[config.mk]
export PLATFORM = sky130hd
export DESIGN_NAME = fp_index_vector_assembler_flat
export DESIGN_NICKNAME = d
export VERILOG_FILES = /design/src/rtl/fp_index_vector_assembler_if.sv /design/src/rtl/fp_index_vector_assembler.sv /design/src/flat_wrapper.sv
export SDC_FILE = /design/constraint.sdc
export NUM_CORES = 1
export LEC_CHECK = 0
export BUFFER_PORTS_ARGS = -buffer_cell sky130_fd_sc_hd__buf_2
export CAP_MARGIN = 0
export CORE_MARGIN = 3
export CORE_UTILIZATION = 57
export DETAILED_ROUTE_END_ITERATION = 12
export PLACE_DENSITY = 0.89
export SYNTH_ARGS = -nofsm -noshare
export SYNTH_HDL_FRONTEND = slang
export SYNTH_SLANG_ARGS = --single-unit
[constraint.sdc]
create_clock -name clk_i -period 4.2 [get_ports clk_i]
set_clock_uncertainty 0.1 [all_clocks]
set_input_delay 0.63 -clock clk_i [delete_from_list [all_inputs] [get_ports clk_i]]
set_output_delay 0.63 -clock clk_i [all_outputs]
set_load 0.005 [all_outputs]
[src/rtl/fp_index_vector_assembler_if.sv]
// Index-stream input and assembled-frame output bundle for fp_index_vector_assembler.
// master = producer of indices / consumer of frames; slave = the assembler.
interface fp_index_vector_assembler_if #(
  parameter int unsigned LEN = 32
);
  localparam int unsigned IdxW = $clog2(LEN);
  localparam int unsigned CntW = $clog2(LEN + 1);

  logic            idx_valid;
  logic            idx_ready;
  logic [IdxW-1:0] idx;
  logic            idx_empty;
  logic            idx_last;

  logic            vec_valid;
  logic            vec_ready;
  logic [LEN-1:0]  vec;
  logic [IdxW-1:0] first_one;
  logic            no_ones;
  logic [CntW-1:0] count;
  logic            dup;
  logic            range_err;

  modport master (
    output idx_valid, idx, idx_empty, idx_last, vec_ready,
    input  idx_ready, vec_valid, vec, first_one, no_ones, count, dup, range_err
  );

  modport slave (
    input  idx_valid, idx, idx_empty, idx_last, vec_ready,
    output idx_ready, vec_valid, vec, first_one, no_ones, count, dup, range_err
  );
endinterface

[src/rtl/fp_index_vector_assembler.sv]
// Rebuilds a LEN-bit vector from MSB-first bit indices (index j -> bit LEN-1-j),
// double-buffered: accumulator plus output register with per-frame summary flags.
module fp_index_vector_assembler #(
  parameter int unsigned LEN = 32
) (
  input  logic clk_i,
  input  logic rst_ni,
  fp_index_vector_assembler_if.slave bus
);
  localparam int unsigned IdxW = $clog2(LEN);
  localparam int unsigned CntW = $clog2(LEN + 1);
  localparam logic [IdxW:0] LenW = (IdxW + 1)'(LEN);

  typedef enum logic {ACCUM, WAIT} state_e;
  state_e state_q, state_d;

  logic [LEN-1:0]  acc_vec;
  logic [IdxW-1:0] acc_min;
  logic [CntW-1:0] acc_cnt;
  logic            acc_dup, acc_rng;

  logic [LEN-1:0]  nxt_vec;
  logic [IdxW-1:0] nxt_min;
  logic [CntW-1:0] nxt_cnt;
  logic            nxt_dup, nxt_rng;

  logic [LEN-1:0]  out_vec;
  logic [IdxW-1:0] out_first;
  logic [CntW-1:0] out_cnt;
  logic            out_none, out_dup, out_rng, out_valid;

  logic [LEN-1:0]  mask;
  logic            in_range, hit, new_bit, beat_fire, out_free;
  logic            load_nxt, load_acc, acc_clr, acc_upd;

  assign beat_fire = bus.idx_valid && bus.idx_ready;
  assign out_free  = !out_valid || bus.vec_ready;
  assign in_range  = {1'b0, bus.idx} < LenW;

  // Accumulator contents including the beat on the bus this cycle.
  always_comb begin
    mask = '0;
    for (int unsigned b = 0; b < LEN; b++) begin
      if (in_range && (bus.idx == IdxW'(LEN - 1 - b))) mask[b] = 1'b1;
    end
    hit     = |(acc_vec & mask);
    new_bit = (|mask) && !hit;
    nxt_vec = acc_vec;
    nxt_min = acc_min;
    nxt_cnt = acc_cnt;
    nxt_dup = acc_dup;
    nxt_rng = acc_rng;
    if (beat_fire && !bus.idx_empty) begin
      nxt_vec = acc_vec | mask;
      nxt_cnt = acc_cnt + CntW'(new_bit);
      nxt_dup = acc_dup | hit;
      nxt_rng = acc_rng | !in_range;
      if (new_bit && ((acc_cnt == '0) || (bus.idx < acc_min))) nxt_min = bus.idx;
    end
  end

  always_ff @(posedge clk_i) begin
    if (!rst_ni) state_q <= ACCUM;
    else         state_q <= state_d;
  end

  always_comb begin
    state_d       = state_q;
    load_nxt      = 1'b0;
    load_acc      = 1'b0;
    acc_clr       = 1'b0;
    acc_upd       = 1'b0;
    bus.idx_ready = 1'b0;
    case (state_q)
      ACCUM: begin
        bus.idx_ready = rst_ni;
        if (beat_fire) begin
          if (bus.idx_last && out_free) begin
            load_nxt = 1'b1;
            acc_clr  = 1'b1;
          end else begin
            acc_upd = 1'b1;
            if (bus.idx_last) state_d = WAIT;
          end
        end
      end
      WAIT: begin
        if (bus.vec_ready) begin
          load_acc = 1'b1;
          acc_clr  = 1'b1;
          state_d  = ACCUM;
        end
      end
      default: state_d = ACCUM;
    endcase
  end

  always_ff @(posedge clk_i) begin
    if (!rst_ni) begin
      acc_vec   <= '0;
      acc_min   <= '0;
      acc_cnt   <= '0;
      acc_dup   <= 1'b0;
      acc_rng   <= 1'b0;
      out_vec   <= '0;
      out_first <= '0;
      out_cnt   <= '0;
      out_none  <= 1'b0;
      out_dup   <= 1'b0;
      out_rng   <= 1'b0;
      out_valid <= 1'b0;
    end else begin
      if (acc_clr) begin
        acc_vec <= '0;
        acc_min <= '0;
        acc_cnt <= '0;
        acc_dup <= 1'b0;
        acc_rng <= 1'b0;
      end else if (acc_upd) begin
        acc_vec <= nxt_vec;
        acc_min <= nxt_min;
        acc_cnt <= nxt_cnt;
        acc_dup <= nxt_dup;
        acc_rng <= nxt_rng;
      end

      // A new load keeps valid high even when the current frame is consumed.
      if (load_nxt) begin
        out_vec   <= nxt_vec;
        out_first <= nxt_min;
        out_cnt   <= nxt_cnt;
        out_none  <= (nxt_cnt == '0);
        out_dup   <= nxt_dup;
        out_rng   <= nxt_rng;
        out_valid <= 1'b1;
      end else if (load_acc) begin
        out_vec   <= acc_vec;
        out_first <= acc_min;
        out_cnt   <= acc_cnt;
        out_none  <= (acc_cnt == '0);
        out_dup   <= acc_dup;
        out_rng   <= acc_rng;
        out_valid <= 1'b1;
      end else if (out_valid && bus.vec_ready) begin
        out_valid <= 1'b0;
      end
    end
  end

  assign bus.vec_valid = out_valid;
  assign bus.vec       = out_vec;
  assign bus.first_one = out_first;
  assign bus.no_ones   = out_none;
  assign bus.count     = out_cnt;
  assign bus.dup       = out_dup;
  assign bus.range_err = out_rng;
endmodule

[src/flat_wrapper.sv]
// flat-port wrapper written by rule: the top's interface ports become plain ports
module fp_index_vector_assembler_flat 
#(
  parameter int unsigned LEN = 32
)
  (clk_i, rst_ni, bus_idx_valid, bus_idx, bus_idx_empty, bus_idx_last, bus_vec_ready, bus_idx_ready, bus_vec_valid, bus_vec, bus_first_one, bus_no_ones, bus_count, bus_dup, bus_range_err);
  fp_index_vector_assembler_if #(.LEN(LEN)) bus_i ();
  input  logic clk_i;
  input  logic rst_ni;
  input wire logic [$bits(bus_i.idx_valid)-1:0] bus_idx_valid;
  input wire logic [$bits(bus_i.idx)-1:0] bus_idx;
  input wire logic [$bits(bus_i.idx_empty)-1:0] bus_idx_empty;
  input wire logic [$bits(bus_i.idx_last)-1:0] bus_idx_last;
  input wire logic [$bits(bus_i.vec_ready)-1:0] bus_vec_ready;
  output wire logic [$bits(bus_i.idx_ready)-1:0] bus_idx_ready;
  output wire logic [$bits(bus_i.vec_valid)-1:0] bus_vec_valid;
  output wire logic [$bits(bus_i.vec)-1:0] bus_vec;
  output wire logic [$bits(bus_i.first_one)-1:0] bus_first_one;
  output wire logic [$bits(bus_i.no_ones)-1:0] bus_no_ones;
  output wire logic [$bits(bus_i.count)-1:0] bus_count;
  output wire logic [$bits(bus_i.dup)-1:0] bus_dup;
  output wire logic [$bits(bus_i.range_err)-1:0] bus_range_err;
  assign bus_i.idx_valid = bus_idx_valid;
  assign bus_i.idx = bus_idx;
  assign bus_i.idx_empty = bus_idx_empty;
  assign bus_i.idx_last = bus_idx_last;
  assign bus_i.vec_ready = bus_vec_ready;
  assign bus_idx_ready = bus_i.idx_ready;
  assign bus_vec_valid = bus_i.vec_valid;
  assign bus_vec = bus_i.vec;
  assign bus_first_one = bus_i.first_one;
  assign bus_no_ones = bus_i.no_ones;
  assign bus_count = bus_i.count;
  assign bus_dup = bus_i.dup;
  assign bus_range_err = bus_i.range_err;
  fp_index_vector_assembler #(.LEN(LEN)) u_core (.clk_i(clk_i), .rst_ni(rst_ni), .bus(bus_i));
endmodule
==> flow_metrics.tcl <==
set metrics [dict create \
    outcome "finished clean" \
    antenna_found_initial 0 \
    fin_crit_ns 3.34 \
    rows 30 \
    die_w_um 92.2 \
    rsz0062_at_grt "no" \
    clockBufferDepth 2 \
    rr_endpoint "u_core.bus.no_ones" \
    drc_errors 0 \
    num_vias 3879 \
    fin_area_um2 4730 \
    leakagePower_uw 0.00177 \
    seq_area_frac_synth_pct 43.0 \
    tritoncts "yes" \
    slew_viol_final 0 \
    fin_nets 557 \
    post_cts.repair.setup_buffers 0 \
    die_y_um 92.2 \
    setup_viol 0 \
    hold_path_class "in2reg" \
    final_common_cell "dfxtp_1" \
    io_pins 59 \
    syn_area_um2 4230 \
    synthFlopType "dfxtp_1" \
    cts_hold_buf 0 \
    wl_per_cell_um 16.5 \
    ys_seq_elements 91 \
    htree_levels 3 \
    synth_nets 522 \
    dp_slack_ns 0.531 \
    antenna_left 0 \
    start_util_pct 60.6 \
    powerDensity_nw_per_um2 354 \
    reg2reg_slack_ns 1.12 \
    grt_start_max_net_pins 47 \
    end_kind "register" \
    yosys_warnings 0 \
    peakVddDrop_uv 297 \
    dieArea_um2 8500 \
    fin_tns_setup_ns 0 \
    hpwlAfterDp_mm 7.22 \
    worstMarginPinSlew_ns 0.864 \
    worstPathMaxFanout 19 \
    fillers 590 \
    area_growth_pct 11.7 \
    drt_iter0_drc 400 \
    fin_util_pct 67.7 \
    clkSinkCount 91 \
    root_buffer "clkbuf_8" \
    clk_pin_slew_ns 0.09 \
    maxSlewHeadroom_pct 42.3 \
    start_kind "primary input" \
    r2r_cells 12 \
    r2r_start "u_core.acc_vec[23]" \
    grt_pass1_vias 3536 \
    final_cell_mix "dfxtp_1, nor2_1, a21oi_1" \
    port_buffers 57 \
    layout_setup_ws_ns 0.862 \
    critPathArrivalTime_ns 3.52 \
    syn_inst 505 \
    min-delay-start "bus_vec_ready" \
    grt_pass1_wl_mm 17.2 \
    cp.required_ns 4.39 \
    grt-ovfl-total 0 \
    crit_type "in2reg" \
    synthArstFlopShare_pct 0 \
    groute.usage.overall_pct 25.3 \
    insertedDiodeCount 0 \
    place.gp.congestion 0.932 \
    design.core.area_um2 6980 \
    period_share_pct 79.5 \
    drt-total-wl_mm 10.6 \
    crit_path_end "u_core.bus.no_ones" \
    place_area_um2 4510 \
    ys_types 59 \
    synth_edf_count 0 \
    numCtsBuffers 9 \
    drive_gt1_share_pct 18.2 \
    crit_start "bus_idx[0]" \
    finalHoldViolCount 0 \
    cts_resized 0 \
    fmax_mhz 300 \
    clkLatencyLatePin_ns 0.37 \
    synth.avg_cell_area_um2 8.38 \
    vias_per_cell 6.05 \
    dr.pass1.iters 6 \
    maxCapViolCount 0 \
]
## cell type report
cell class	count	area (um^2)	area share (%)
multi-input combinational	365	2180	46.1
sequential	91	1820	38.5
timing repair buffer	66	353	7.46
clock buffer	13	179	3.78
tap	96	120	2.54
clock inverter	3	43.8	0.926
inverter	7	31.3	0.661
## critical path: stages
cell      delay [ns]
buf_2           0.32
buf_4           0.25
nor4b_2         0.43
a22oi_1         0.18
a31o_1          0.27
nand4_4         0.15
clkinv_4        0.12
ha_1            0.23
ha_1            0.33
nor2_1          0.11
a21oi_1         0.07
nor4_1          0.24
o21ai_0         0.12
o21ai_0         0.08
## power by group
| part | internal [uW] | total [uW] | switching, uW | leakage, uW |
|---|---|---|---|---|
| sequential | 879 | 887 | 8.04 | 0.000737 |
| clock | 340 | 646 | 306 | 0.000116 |
| combinational | 46.8 | 140 | 92.7 | 0.000917 |
## synth_stat cells (all sizes together), types with 3 or more instances
cell / number / area share [%]
nor3: 8 / 1.1
clkbuf: 18 / 1.6
inv: 6 / 0.53
a31oi: 24 / 3.5
nand4: 4 / 0.95
o21ai: 32 / 3.8
o221a: 3 / 0.80
dfxtp: 91 / 43
nor4b: 3 / 0.92
mux2: 4 / 1.2
ha: 6 / 1.8
a21oi: 74 / 8.7
nand2: 42 / 3.7
buf: 24 / 3.2
a211oi: 9 / 1.6
nor2b: 3 / 0.44
nor2: 75 / 6.7
nand3: 15 / 2.1
mux2i: 8 / 1.9
nand2b: 7 / 1.0
xnor2: 10 / 2.1
nor4: 4 / 1.1
## worst min path at each step
stage / endpoint / slack [ns] / cells after the start
after CTS: u_core.state_q / 0.38 / 2
final: u_core.state_q / 0.38 / 2
after detailed placement: u_core.bus.vec[29] / 0.37 / 2
after global placement: u_core.bus.vec[6] / 0.36 / 2
after global routing: u_core.bus.vec[29] / 0.39 / 2
after floorplan: u_core.acc_dup / 0.34 / 2
## sequential cells by signal (all words and copies together), names as in the netlist, 5 cells and up
signal and flops:
u_core.acc_cnt 6, u_core.acc_min 5, u_core.acc_vec 32, u_core.bus.count 6
u_core.bus.first_one 5, u_core.bus.vec 32
## metrics by stage
| stage | total power (uW) | std cells | hold WS [ns] |
|---|---|---|---|
| 2_1_floorplan | 1000 | 505 | 0.337 |
| 3_3_place_gp | 1040 | 625 | 0.364 |
| 3_5_place_dp | 1040 | 625 | 0.369 |
| 4_1_cts | 1680 | 641 | 0.380 |
| 5_1_grt | 1730 | 641 | 0.392 |
| 6_report | 1670 | 641 | 0.375 |
## per-layer routing
layer / GRT usage, % / up-vias / part of all wire [%]
li1: - / 1862 / -
met1: 34.0 / 1834 / 43
met2: 39.4 / 158 / 46
met3: 5.74 / 25 / 8.2
met4: 9.78 / 0 / 2.6
met5: 0 / - / 0
## cells by family (layout without fill, tap and decap cells)
logic type	after synthesis	in the layout	synth area share [%]
AOI/OAI and AO/OA	158	158	22.4
adders and majority gates	6	6	1.77
xor gates and xnor gates	10	10	2.07
DFF	91	91	43.0
and+or+nand+nor	176	176	21.0
muxes	14	14	4.20
buffers and inverters	49	89	5.50
other	1	1	0.0886
Power figures use the tool's default switching activity.
